`src/rtl/mux_pkg.sv`:
```
// Shared types and default sizing for the scan controller, the ternary mux and their benches.
package mux_pkg;

  localparam int DEF_WIDTH_IN  = 2;
  localparam int DEF_WIDTH_OP  = 4;
  localparam int DEF_WIDTH_BUS = 3;
  localparam int DEF_DWELL_W   = 4;

  typedef enum logic [1:0] {
    IDLE   = 2'd0,
    SETTLE = 2'd1,
    OUTPUT = 2'd2
  } state_e;

endpackage

```
`src/rtl/mux_scan_ctrl_if.sv`:
```
// Downstream valid/ready channel carrying one captured mux option and its select index.
interface mux_scan_ctrl_if
  import mux_pkg::*;
#(
  parameter int WIDTH_IN  = DEF_WIDTH_IN,
  parameter int WIDTH_BUS = DEF_WIDTH_BUS
);
  logic [WIDTH_BUS-1:0] out_data;
  logic [WIDTH_IN-1:0]  out_idx;
  logic                 out_valid;
  logic                 out_ready;

  modport master (output out_data, output out_idx, output out_valid, input  out_ready);
  modport slave  (input  out_data, input  out_idx, input  out_valid, output out_ready);
endinterface

```
`src/rtl/mux_dwell_cnt.sv`:
```
// Loadable down-counter timing the settle interval at each select value.
module mux_dwell_cnt
  import mux_pkg::*;
#(
  parameter int DWELL_W = DEF_DWELL_W
) (
  input  logic               clk,
  input  logic               rst_n,
  input  logic               load,
  input  logic [DWELL_W-1:0] load_val,
  input  logic               en,
  output logic               zero
);

  logic [DWELL_W-1:0] cnt_q, cnt_d;

  // Load wins over decrement; the controller never asks for both.
  always_comb begin
    cnt_d = cnt_q;
    if (load)                      cnt_d = load_val;
    else if (en && cnt_q != '0)    cnt_d = cnt_q - 1'b1;
  end

  always_ff @(posedge clk) begin
    if (!rst_n) cnt_q <= '0;
    else        cnt_q <= cnt_d;
  end

  assign zero = (cnt_q == '0);

endmodule

```
`src/rtl/mux_scan_ctrl.sv`:
```
// Walks the mux select through every option, settles for a latched dwell at each,
// then offers the captured value downstream with its index.
module mux_scan_ctrl
  import mux_pkg::*;
#(
  parameter int WIDTH_IN  = DEF_WIDTH_IN,
  parameter int WIDTH_OP  = DEF_WIDTH_OP,
  parameter int WIDTH_BUS = DEF_WIDTH_BUS,
  parameter int DWELL_W   = DEF_DWELL_W
) (
  input  logic                 clk,
  input  logic                 rst_n,
  input  logic                 start,
  input  logic [DWELL_W-1:0]   dwell,
  output logic [WIDTH_IN-1:0]  sel,
  input  logic [WIDTH_BUS-1:0] mux_data,
  mux_scan_ctrl_if.master      out_if,
  output logic                 busy,
  output logic                 done
);

  localparam logic [WIDTH_IN-1:0] LAST_SEL = WIDTH_IN'(WIDTH_OP - 1);

  state_e               state_q, state_d;
  logic [WIDTH_IN-1:0]  sel_q, sel_d;
  logic [WIDTH_BUS-1:0] out_data_q, out_data_d;
  logic [WIDTH_IN-1:0]  out_idx_q, out_idx_d;
  logic                 out_valid_q, out_valid_d;
  logic                 busy_q, busy_d;
  logic                 done_q, done_d;
  logic [DWELL_W-1:0]   dwell_q, dwell_d;

  logic                 cnt_load, cnt_en, cnt_zero;
  logic [DWELL_W-1:0]   cnt_load_val;

  mux_dwell_cnt #(.DWELL_W(DWELL_W)) u_cnt (
    .clk      (clk),
    .rst_n    (rst_n),
    .load     (cnt_load),
    .load_val (cnt_load_val),
    .en       (cnt_en),
    .zero     (cnt_zero)
  );

  always_comb begin
    state_d      = state_q;
    sel_d        = sel_q;
    out_data_d   = out_data_q;
    out_idx_d    = out_idx_q;
    out_valid_d  = out_valid_q;
    busy_d       = busy_q;
    done_d       = 1'b0;
    dwell_d      = dwell_q;
    cnt_load     = 1'b0;
    cnt_load_val = dwell_q;
    cnt_en       = 1'b0;
    unique case (state_q)
      IDLE: begin
        sel_d = '0;
        if (start) begin
          state_d      = SETTLE;
          busy_d       = 1'b1;
          dwell_d      = dwell;
          cnt_load     = 1'b1;
          cnt_load_val = dwell;
        end
      end
      SETTLE: begin
        if (cnt_zero) begin
          out_data_d  = mux_data;
          out_idx_d   = sel_q;
          out_valid_d = 1'b1;
          state_d     = OUTPUT;
        end else begin
          cnt_en = 1'b1;
        end
      end
      OUTPUT: begin
        // Select and captured data stay frozen until the consumer takes them.
        if (out_if.out_ready) begin
          out_valid_d = 1'b0;
          if (sel_q == LAST_SEL) begin
            state_d = IDLE;
            sel_d   = '0;
            busy_d  = 1'b0;
            done_d  = 1'b1;
          end else begin
            sel_d    = sel_q + 1'b1;
            cnt_load = 1'b1;
            state_d  = SETTLE;
          end
        end
      end
      default: begin
        state_d = IDLE;
        sel_d   = '0;
        busy_d  = 1'b0;
      end
    endcase
  end

  always_ff @(posedge clk) begin
    if (!rst_n) begin
      state_q     <= IDLE;
      sel_q       <= '0;
      out_data_q  <= '0;
      out_idx_q   <= '0;
      out_valid_q <= 1'b0;
      busy_q      <= 1'b0;
      done_q      <= 1'b0;
      dwell_q     <= '0;
    end else begin
      state_q     <= state_d;
      sel_q       <= sel_d;
      out_data_q  <= out_data_d;
      out_idx_q   <= out_idx_d;
      out_valid_q <= out_valid_d;
      busy_q      <= busy_d;
      done_q      <= done_d;
      dwell_q     <= dwell_d;
    end
  end

  assign sel              = sel_q;
  assign busy             = busy_q;
  assign done             = done_q;
  assign out_if.out_data  = out_data_q;
  assign out_if.out_idx   = out_idx_q;
  assign out_if.out_valid = out_valid_q;

endmodule

```
`src/flat_wrapper.sv`:
```
// flat-port wrapper written by rule: the top's interface ports become plain ports
module mux_scan_ctrl_flat import mux_pkg::*;
#(
  parameter int WIDTH_IN  = DEF_WIDTH_IN,
  parameter int WIDTH_OP  = DEF_WIDTH_OP,
  parameter int WIDTH_BUS = DEF_WIDTH_BUS,
  parameter int DWELL_W   = DEF_DWELL_W
)
  (clk, rst_n, start, dwell, sel, mux_data, busy, done, out_if_out_data, out_if_out_idx, out_if_out_valid, out_if_out_ready);
  mux_scan_ctrl_if #(.WIDTH_IN(WIDTH_IN), .WIDTH_BUS(WIDTH_BUS)) out_if_i ();
  input  logic clk;
  input  logic rst_n;
  input  logic start;
  input  logic [DWELL_W-1:0] dwell;
  output logic [WIDTH_IN-1:0] sel;
  input  logic [WIDTH_BUS-1:0] mux_data;
  output logic busy;
  output logic done;
  output wire logic [$bits(out_if_i.out_data)-1:0] out_if_out_data;
  output wire logic [$bits(out_if_i.out_idx)-1:0] out_if_out_idx;
  output wire logic [$bits(out_if_i.out_valid)-1:0] out_if_out_valid;
  input wire logic [$bits(out_if_i.out_ready)-1:0] out_if_out_ready;
  assign out_if_out_data = out_if_i.out_data;
  assign out_if_out_idx = out_if_i.out_idx;
  assign out_if_out_valid = out_if_i.out_valid;
  assign out_if_i.out_ready = out_if_out_ready;
  mux_scan_ctrl #(.WIDTH_IN(WIDTH_IN), .WIDTH_OP(WIDTH_OP), .WIDTH_BUS(WIDTH_BUS), .DWELL_W(DWELL_W)) u_core (.clk(clk), .rst_n(rst_n), .start(start), .dwell(dwell), .sel(sel), .mux_data(mux_data), .out_if(out_if_i), .busy(busy), .done(done));
endmodule
```
`config.mk`:
```
export PLATFORM = sky130hd
export DESIGN_NAME = mux_scan_ctrl_flat
export DESIGN_NICKNAME = d
export VERILOG_FILES = /design/src/rtl/mux_pkg.sv /design/src/rtl/mux_scan_ctrl_if.sv /design/src/rtl/mux_dwell_cnt.sv /design/src/rtl/mux_scan_ctrl.sv /design/src/flat_wrapper.sv
export SDC_FILE = /design/constraint.sdc
export NUM_CORES = 1
export LEC_CHECK = 0
export CAP_MARGIN = 20
export CORE_MARGIN = 5
export CORE_UTILIZATION = 45
export CTS_BUF_LIST = sky130_fd_sc_hd__clkbuf_4 sky130_fd_sc_hd__clkbuf_8
export CTS_CLUSTER_DIAMETER = 50
export CTS_CLUSTER_SIZE = 20
export DETAILED_ROUTE_END_ITERATION = 16
export MAX_ROUTING_LAYER = met4
export PLACE_DENSITY = 0.76
export SLEW_MARGIN = 20
export SYNTH_ARGS = -nofsm -noshare
export SYNTH_HDL_FRONTEND = slang
export SYNTH_HIERARCHICAL = 1
export SYNTH_SLANG_ARGS = --single-unit
```
`constraint.sdc`:
```
create_clock -name clk -period 2.35 [get_ports clk]
set_input_delay 0.5875 -clock clk [delete_from_list [all_inputs] [get_ports clk]]
set_output_delay 0.5875 -clock clk [all_outputs]
set_load 0.02 [all_outputs]
```
==> results of run 1 <==
## metrics by stage
step | instances | setup slack [ns] | util | hold WS [ns] | total power [mW]
after global placement | 156 | 0.318 | 0.603 | 0.443 | 0.673
after global routing | 159 | 0.124 | 0.614 | 0.492 | 0.893
final | 159 | 0.347 | 0.614 | 0.459 | 0.831
after CTS | 159 | 0.351 | 0.614 | 0.463 | 0.838
after floorplan | 109 | 0.320 | - | 0.488 | 0.599
after detailed placement | 156 | 0.266 | 0.603 | 0.451 | 0.683
## worst max path at each step
stage	startpoint	endpoint	cells after the start	slack (ns)
2_1_floorplan	u_core/u_cnt/cnt_q[0]$_SDFFE_PN0P_	u_core/u_cnt/cnt_q[3]$_SDFFE_PN0P_	9	0.32
3_3_place_gp	start	u_core/u_cnt/cnt_q[3]$_SDFFE_PN0P_	5	0.32
3_5_place_dp	start	u_core/u_cnt/cnt_q[3]$_SDFFE_PN0P_	5	0.27
4_1_cts	u_core/u_cnt/cnt_q[0]$_SDFFE_PN0P_	u_core/u_cnt/cnt_q[3]$_SDFFE_PN0P_	8	0.35
5_1_grt	u_core/u_cnt/cnt_q[0]$_SDFFE_PN0P_	u_core/u_cnt/cnt_q[3]$_SDFFE_PN0P_	8	0.12
6_report	u_core/u_cnt/cnt_q[0]$_SDFFE_PN0P_	u_core/u_cnt/cnt_q[3]$_SDFFE_PN0P_	8	0.35
## cells in the mapped netlist (all sizes together)
cell type	instances
buf	2
inv	6
and4	1
mux2i	1
dfxtp	20
nor2	8
o22a	1
nor3b	1
and2	4
and2b	2
nor4b	1
o21ai	2
nand4	1
nand3	10
nand2b	3
ha	2
nand4b	1
a32oi	1
o21ba	1
a21oi	10
or3b	1
nand3b	3
nor2b	3
o21bai	1
o31ai	1
clkinv	2
mux2	5
o21a	2
o2111ai	1
nand2	8
clkbuf	2
a311oi	2
## power by group
| part | total [mW] | leakage [nW] | internal, mW | switching, mW |
|---|---|---|---|---|
| combinational | 0.270 | 0.279 | 0.131 | 0.139 |
| clock | 0.154 | 0.0138 | 0.0595 | 0.0941 |
| sequential | 0.407 | 0.164 | 0.373 | 0.0342 |
| total | 0.831 | 0.456 | 0.563 | 0.267 |
## final cells by class
| type | count | area [µm²] |
|---|---|---|
| timing repair buffer | 24 | 230 |
| tap | 27 | 33.8 |
| clock buffer | 3 | 22.5 |
| multi-input combinational | 77 | 524 |
| sequential | 20 | 400 |
| fill | 172 | 779 |
| inverter | 8 | 31.3 |
## state kept, by name, indices dropped and copies added (netlist names)
register,cells
u_core/busy,1
u_core/done,1
u_core/dwell_q,4
u_core/out_if.out_data,3
u_core/out_if.out_idx,2
u_core/out_if.out_valid,1
u_core/sel,2
u_core/state_q,2
u_core/u_cnt/cnt_q,4
## worst max-delay path: stages (launching register included)
cell and delay, ns:
dfxtp_1 0.40, inv_1 0.08, ha_1 0.23, or3b_4 0.26, clkinv_2 0.16, nor2b_1 0.19
nor4b_2 0.25, mux2i_1 0.25, a21oi_1 0.09
## kinds of logic (layout without fill, tap and decap cells)
logic type / after synthesis / count (layout) / synth area share
buf+inv: 12 / 35 / 0.0562
fa+ha+maj: 2 / 2 / 0.0255
simple gates: 47 / 47 / 0.285
compound gates: 22 / 22 / 0.157
flops: 20 / 20 / 0.409
mux: 6 / 6 / 0.0677
## layer usage
| metal | wire length (µm) | up-vias |
|---|---|---|
| met2 | 1010 | 18 |
| met3 | 80 | 2 |
| met4 | 10 | 0 |
| met5 | 0 | - |
| met1 | 1040 | 390 |
| li1 | - | 431 |
==> results.ini, run 1 <==
[cells_and_area]
fin_area_um2 = 1240
fin_nets = 147
drive_gt1_frac = 0.144
final_cell_mix = 20 x clkdlybuf4s50_1, 20 x dfxtp_1, 10 x a21oi_1, 10 x nand3_1
syn_to_final_growth_pct = 26.8
num_antenna_cells = 0

[routing]
first_pass_iters = 4
wl_per_cell_um = 13.4
route.vias.total = 841
drc = 0
drt_iter0_drc = 4
viasPerCell = 5.29
antenna_left = 0
drt-total-wl_mm = 2.14

[yosys]
synth_cell_types = 36
yosys.area.top_type = dfxtp_1
synth_warnings = 6
yosysTopAreaCellShare = 0.409
syn-num-nets = 122
syn_inst = 109
synth.area.top_cells = dfxtp_1 41%, mux2_2 5.7%, a21oi_1 5.1%
ys_ff_latch = 20
synth.cell_area_um2 = 980
synth_seq_area_share = 0.409
postSynthAreaPerCell_um2 = 8.99

[setup_path]
critPathRequiredTime_ns = 2.53
cp_max_fo = 11
critical_path_class = reg -> reg
regToRegEndpoint = u_core/u_cnt/cnt_q[3]$_SDFFE_PN0P_
r2r_start = u_core/u_cnt/cnt_q[0]$_SDFFE_PN0P_
setup.worst_path.start_class = flop
r2r_cells = 8
crit_arrival_ns = 2.18
crit_path_end_kind = flop
reg2reg_slack_ns = 0.35

[sta]
fmax_mhz = 499
fin_setup_tns_ns = 0
tightest_slew_ns = 0.410
period_needed_ns = 2.00
hold_viol_final = 0
final.period_utilization = 0.852
slew_viol_final = 0
setup_violations = 0
fin_skew_ns = 0.00180
rsz0062_at_grt = no
relSlewSlack = 0.727

[job]
drv_cap = 0

[die]
die_x_um = 56.7
die_y_um = 56.7
dieArea_um2 = 3210
initial_core_util = 0.485
rows = 16
io_pins = 21
core_region_area_um2 = 2020

[global_route]
grt_pass1_wl_mm = 4.00
antenna_found_initial = 0
grt_overflow = 0
grt_max_degree = 13
grt_use_total = 0.156
grt.busiest_layer = met2
met1_usage = 0.204
grt_pass1_vias = 904
met2_usage = 0.236
grt.met3_usage = 0.0367

[placed_design]
place_congestion = 0.805
io_buffers = 20
place_area_um2 = 1220
dp_hpwl_mm = 1.58

[clocking]
numCtsBuffers = 3
cts_resized = 0
root_buffer = clkbuf_4
clock_path_buffers = 2
clkSinkCount = 20
cts_tree = built
hold_buffers = 0
clk_pin_slew_ns = 0.10
htree_levels = 1
post_cts_buffers = 0
insertion_delay_ns = 0.29

[min_path]
hp-class = reg -> reg
worstHoldStart = u_core/out_if.out_data[2]$_SDFFE_PN0P_
hold_path_depth = 2
hold_end = u_core/out_if.out_data[2]$_SDFFE_PN0P_

[power_and_ir_drop]
p_leak_nw = 0.456
power.density_nw_per_um2 = 669
vdd_ir_drop_max_v = 0.000429

[status]
status = finished, final reports clean

Power figures use the tool's default switching activity.
==> inputs of run 2 (changes only) <==
--- a/config.mk
+++ b/config.mk
@@ -14,6 +14,7 @@
 export DETAILED_ROUTE_END_ITERATION = 16
 export MAX_ROUTING_LAYER = met4
 export PLACE_DENSITY = 0.76
+export SKIP_CTS_REPAIR_TIMING = 1
 export SLEW_MARGIN = 20
 export SYNTH_ARGS = -nofsm -noshare
 export SYNTH_HDL_FRONTEND = slang
==> constraint.sdc (replaced) <==
create_clock -name clk -period 2.35 [get_ports clk]
set_input_delay 0.235 -clock clk [delete_from_list [all_inputs] [get_ports clk]]
set_output_delay 0.235 -clock clk [all_outputs]
set_load 0.02 [all_outputs]
==> run 2 against run 1 <==
Global-route usage decreased by 1.2 points. Cell count decreased by 0.63%. Die area unchanged. Sequential power about the same. Flip-flop and latch count unchanged. Sequential share of layout area increased by 0.20 points. Clock-buffer cell count unchanged. Utilization decreased by 0.37 points. Non-clock buffer count decreased by 1. Critical endpoint unchanged.
==> results.ini, run 2 (same netlist as run 1, synthesis figures left out) <==
[status]
status = finished, final reports clean

[global_route]
grt_pass1_vias = 914
grt_pass1_wl_mm = 3.63
grt_overflow = 0
grt_max_degree = 13
grt_use_total = 0.144
antenna_found_initial = 0

[cells_and_area]
fin_nets = 146
final_cell_mix = 20 x clkdlybuf4s50_1, 20 x dfxtp_1, 10 x a21oi_1, 10 x nand3_1
syn_to_final_growth_pct = 26.1
num_antenna_cells = 0
finalCoreUtilization = 0.611
nFillCells = 190
drive_gt1_frac = 0.137
fin_area_um2 = 1230

[die]
io_pins = 21
rows = 16
core_region_area_um2 = 2020
die_x_um = 56.7
die_y_um = 56.7
dieArea_um2 = 3210
initial_core_util = 0.485

[sta]
rsz0062_at_grt = no
fmax_mhz = 485
relSlewSlack = 0.731
fin_skew_ns = 0.00471
tightest_slew_ns = 0.402
fin_setup_tns_ns = 0
hold_viol_final = 0
setup_violations = 0
final.period_utilization = 0.877
slew_viol_final = 0
period_needed_ns = 2.06

[setup_path]
regToRegEndpoint = u_core/u_cnt/cnt_q[3]$_SDFFE_PN0P_
max_stage_delay_ns = 0.40
r2r_start = u_core/u_cnt/cnt_q[0]$_SDFFE_PN0P_
r2r_cells = 8
critPathRequiredTime_ns = 2.54
cp_slowest_cell = dfxtp_1
path_cells = inv_1 > ha_1 > or3b_4 > clkinv_2 > nor2b_1 > nor4b_2 > mux2i_1 > a21oi_1
cp_top_family = simple AND/OR/NAND/NOR gates
setup.worst_path.start_class = flop
cp_num_buf_inv = 2
crit_arrival_ns = 2.25
reg2reg_slack_ns = 0.29
crit_path_end_kind = flop
critical_path_depth = 8
cp_max_fo = 11
critical_path_class = reg -> reg

[clocking]
htree_levels = 1
clock_path_buffers = 2
cts_tree = built
clk_pin_slew_ns = 0.11
clkSinkCount = 20
insertion_delay_ns = 0.29
numCtsBuffers = 3
root_buffer = clkbuf_4

[placed_design]
place_congestion = 0.809
place_area_um2 = 1210
io_buffers = 20
dp_hpwl_mm = 1.61

[min_path]
hold_end = u_core/out_if.out_data[1]$_SDFFE_PN0P_
worstHoldStart = u_core/out_if.out_data[1]$_SDFFE_PN0P_
hold_path_depth = 2
hp-class = reg -> reg

[job]
drv_cap = 0

[power_and_ir_drop]
power_frac_seq = 0.491
pwr-share-comb = 0.318
p_leak_nw = 0.452
p_int_uw = 563
switchingPower_uw = 270
sw_frac_of_total = 0.324
vdd_ir_drop_max_v = 0.000414
pwr-share-clk = 0.191
power.density_nw_per_um2 = 674

[routing]
drc = 0
drt-total-wl_mm = 2.12
antenna_left = 0
drt_iter0_drc = 12
wl_per_cell_um = 13.4
first_pass_iters = 4
route.vias.total = 858
viasPerCell = 5.43

[run 2: area by class of cell]
class	instances	area [µm²]	area share
clock buffers	3	22.5	0.0182
inverters	8	31.3	0.0253
multi-input cells	77	524	0.425
flip-flops and latches	20	400	0.324
well taps	27	33.8	0.0274
repair buffers	23	223	0.180
[run 2: worst max path at each step]
stage	from	slack, ns	to
floorplan	u_core/u_cnt/cnt_q[0]$_SDFFE_PN0P_	0.32	u_core/u_cnt/cnt_q[3]$_SDFFE_PN0P_
global placement	u_core/u_cnt/cnt_q[0]$_SDFFE_PN0P_	0.52	u_core/u_cnt/cnt_q[3]$_SDFFE_PN0P_
detailed placement	u_core/u_cnt/cnt_q[0]$_SDFFE_PN0P_	0.29	u_core/u_cnt/cnt_q[3]$_SDFFE_PN0P_
CTS	u_core/u_cnt/cnt_q[0]$_SDFFE_PN0P_	0.28	u_core/u_cnt/cnt_q[3]$_SDFFE_PN0P_
global route	u_core/u_cnt/cnt_q[0]$_SDFFE_PN0P_	0.14	u_core/u_cnt/cnt_q[3]$_SDFFE_PN0P_
finish	u_core/u_cnt/cnt_q[0]$_SDFFE_PN0P_	0.29	u_core/u_cnt/cnt_q[3]$_SDFFE_PN0P_
[run 2: metal layers]
metal  part of all wire  vias to the layer above  global-route usage
met2               0.50                       15               0.228
li1                   -                      426                   -
met3              0.033                        2              0.0298
met4             0.0056                        0              0.0678
met5                  0                        -                   -
met1               0.46                      415               0.173
[run 2: through the flow]
stage | setup slack (ns) | hold WS [ns] | std cells | total power, mW
floorplan | 0.320 | 0.352 | 109 | 0.599
global placement | 0.520 | 0.445 | 155 | 0.670
detailed placement | 0.294 | 0.452 | 155 | 0.681
CTS | 0.281 | 0.471 | 158 | 0.844
global route | 0.143 | 0.504 | 158 | 0.889
finish | 0.290 | 0.469 | 158 | 0.832
[run 2: power groups by stage]
stage	Clock [mW]	Combinational (mW)	Sequential (mW)
after floorplan	0	0.184	0.415
after global placement	0	0.257	0.413
after detailed placement	0	0.265	0.416
after CTS	0.170	0.266	0.408
after global routing	0.180	0.295	0.414
final	0.159	0.265	0.408
[run 2: tightest hold or removal path, stage by stage (launching register included)]
cell     delay (ns)
dfxtp_1        0.33
nand2_1        0.05
a21oi_1        0.06
==> inputs of run 3 (changes only) <==
--- a/config.mk
+++ b/config.mk
@@ -14,6 +14,7 @@
 export DETAILED_ROUTE_END_ITERATION = 16
 export MAX_ROUTING_LAYER = met4
 export PLACE_DENSITY = 0.76
+export REMOVE_ABC_BUFFERS = 1
 export SKIP_CTS_REPAIR_TIMING = 1
 export SLEW_MARGIN = 20
 export SYNTH_ARGS = -nofsm -noshare
==> run 3 against run 2 <==
First-iteration DRC count increased by 130%. Combinational power about the same. Non-clock buffer count unchanged. Die area unchanged. Register-to-register slack improved by 0.14 ns. Wire length decreased by 1.5%. Cell count unchanged. Flip-flop and latch count unchanged. Setup slack improved by 0.14 ns. Worst hold slack improved by 0.0055 ns. Power decreased by 0.40%. Clock-buffer cell count unchanged. Critical path type unchanged.
==> results.ini, run 3 (same netlist as run 1, synthesis figures left out) <==
[status]
status = finished, final reports clean

[routing]
drc = 0
viasPerCell = 5.28
route.vias.total = 835
wl_per_cell_um = 13.2
antenna_left = 0
drt_iter0_drc = 28
first_pass_iters = 4
drt-total-wl_mm = 2.09

[placed_design]
place_area_um2 = 1210
io_buffers = 20
dp_hpwl_mm = 1.54
place_congestion = 0.828
place_inst = 155
place_ws_ns = 0.434

[setup_path]
critPathRequiredTime_ns = 2.54
setup.worst_path.end = u_core/u_cnt/cnt_q[3]$_SDFFE_PN0P_
regToRegEndpoint = u_core/u_cnt/cnt_q[3]$_SDFFE_PN0P_
r2r_start = u_core/u_cnt/cnt_q[0]$_SDFFE_PN0P_
reg2reg_slack_ns = 0.43
max_stage_delay_ns = 0.39
crit_path_end_kind = flop
cp_slowest_cell = dfxtp_1
crit_arrival_ns = 2.11
path_cells = inv_1 > ha_1 > or3b_4 > clkinv_2 > nor2b_1 > nor4b_2 > mux2i_1 > a21oi_1
r2r_cells = 8
crit_path_start = u_core/u_cnt/cnt_q[0]$_SDFFE_PN0P_
critical_path_class = reg -> reg
setup.worst_path.start_class = flop
cp_max_fo = 11

[cells_and_area]
drive_gt1_frac = 0.137
register_area_um2 = 400
nFillCells = 198
num_antenna_cells = 0
fin_area_um2 = 1230
syn_to_final_growth_pct = 26.1
final_cell_mix = 20 x clkdlybuf4s50_1, 20 x dfxtp_1, 10 x a21oi_1, 10 x nand3_1
multi_input_area_um2 = 524
fin_cells = 158
fin_nets = 146

[clocking]
clkSinkCount = 20
numCtsBuffers = 3
htree_levels = 1
insertion_delay_ns = 0.30
clk_pin_slew_ns = 0.11
root_buffer = clkbuf_4
clock_path_buffers = 2
cts_tree = built

[power_and_ir_drop]
switchingPower_uw = 267
power_frac_seq = 0.492
sw_frac_of_total = 0.322
vdd_ir_drop_max_v = 0.000481
pwr-share-clk = 0.192
pwr-share-comb = 0.317
p_int_uw = 562
power_uw = 829
power.density_nw_per_um2 = 671
p_leak_nw = 0.452

[sta]
fmax_mhz = 522
fin_skew_ns = 0.00946
fin_setup_tns_ns = 0
final.period_utilization = 0.815
setup_violations = 0
hold_viol_final = 0
tightest_slew_ns = 0.392
relSlewSlack = 0.738
period_needed_ns = 1.92
fin_ws_ns = 0.434
slew_viol_final = 0
rsz0062_at_grt = no

[global_route]
grt_pass1_wl_mm = 3.67
grt_overflow = 0
grt_pass1_vias = 863
antenna_found_initial = 0
grt_max_degree = 13
grt_use_total = 0.145

[die]
io_pins = 21
core_region_area_um2 = 2020
die_y_um = 56.7
initial_core_util = 0.485
rows = 16
die_x_um = 56.7
dieArea_um2 = 3210

[min_path]
hold_path_depth = 2
hp-class = reg -> reg

[job]
drv_cap = 0

[run 3: cell counts in the layout (fill, tap and decap cells not counted)]
Identical to the previous run, type by type.
[run 3: how the worst min path moves through the flow]
| stage | from | end |
|---|---|---|
| final | u_core/out_if.out_data[1]$_SDFFE_PN0P_ | u_core/out_if.out_data[1]$_SDFFE_PN0P_ |
| after global routing | u_core/out_if.out_data[1]$_SDFFE_PN0P_ | u_core/out_if.out_data[1]$_SDFFE_PN0P_ |
| after CTS | u_core/out_if.out_data[1]$_SDFFE_PN0P_ | u_core/out_if.out_data[1]$_SDFFE_PN0P_ |
| after global placement | u_core/out_if.out_data[0]$_SDFFE_PN0P_ | u_core/out_if.out_data[0]$_SDFFE_PN0P_ |
| after floorplan | rst_n | u_core/state_q[0]$_SDFFE_PN0P_ |
| after detailed placement | u_core/out_if.out_data[1]$_SDFFE_PN0P_ | u_core/out_if.out_data[1]$_SDFFE_PN0P_ |
[run 3: critical path, delay by kind of cell (launching register included)]
| family | cells | cell delay (ns) |
|---|---|---|
| DFF | 1 | 0.39 |
| buffers and inverters | 2 | 0.21 |
| adders and majority gates | 1 | 0.23 |
| AOI/OAI and AO/OA | 1 | 0.08 |
| and+or+nand+nor | 3 | 0.69 |
| muxes | 1 | 0.21 |
[run 3: layout make-up]
type                       instances  area share
clock buffer                       3      0.0182
inverter                           8      0.0253
multi-input combinational         77       0.425
sequential                        20       0.324
tap                               27      0.0274
timing repair buffer              23       0.180
[run 3: power groups by stage]
| stage | clock network [mW] | logic (mW) | registers [mW] |
|---|---|---|---|
| 2_1_floorplan | 0 | 0.165 | 0.422 |
| 3_3_place_gp | 0 | 0.258 | 0.413 |
| 3_5_place_dp | 0 | 0.263 | 0.415 |
| 4_1_cts | 0.169 | 0.264 | 0.407 |
| 5_1_grt | 0.180 | 0.289 | 0.415 |
| 6_report | 0.159 | 0.262 | 0.407 |
[run 3: layer usage]
layer | routed length (µm) | global-route usage
met1 | 944 | 0.178
met2 | 1060 | 0.233
met3 | 75 | 0.0436
met4 | 10 | 0.0305
met5 | 0 | -
[run 3: stage by stage]
step | hold WS (ns) | utilization
after floorplan | 0.352 | -
after global placement | 0.446 | 0.600
after detailed placement | 0.458 | 0.600
after CTS | 0.475 | 0.611
after global routing | 0.491 | 0.611
final | 0.474 | 0.611
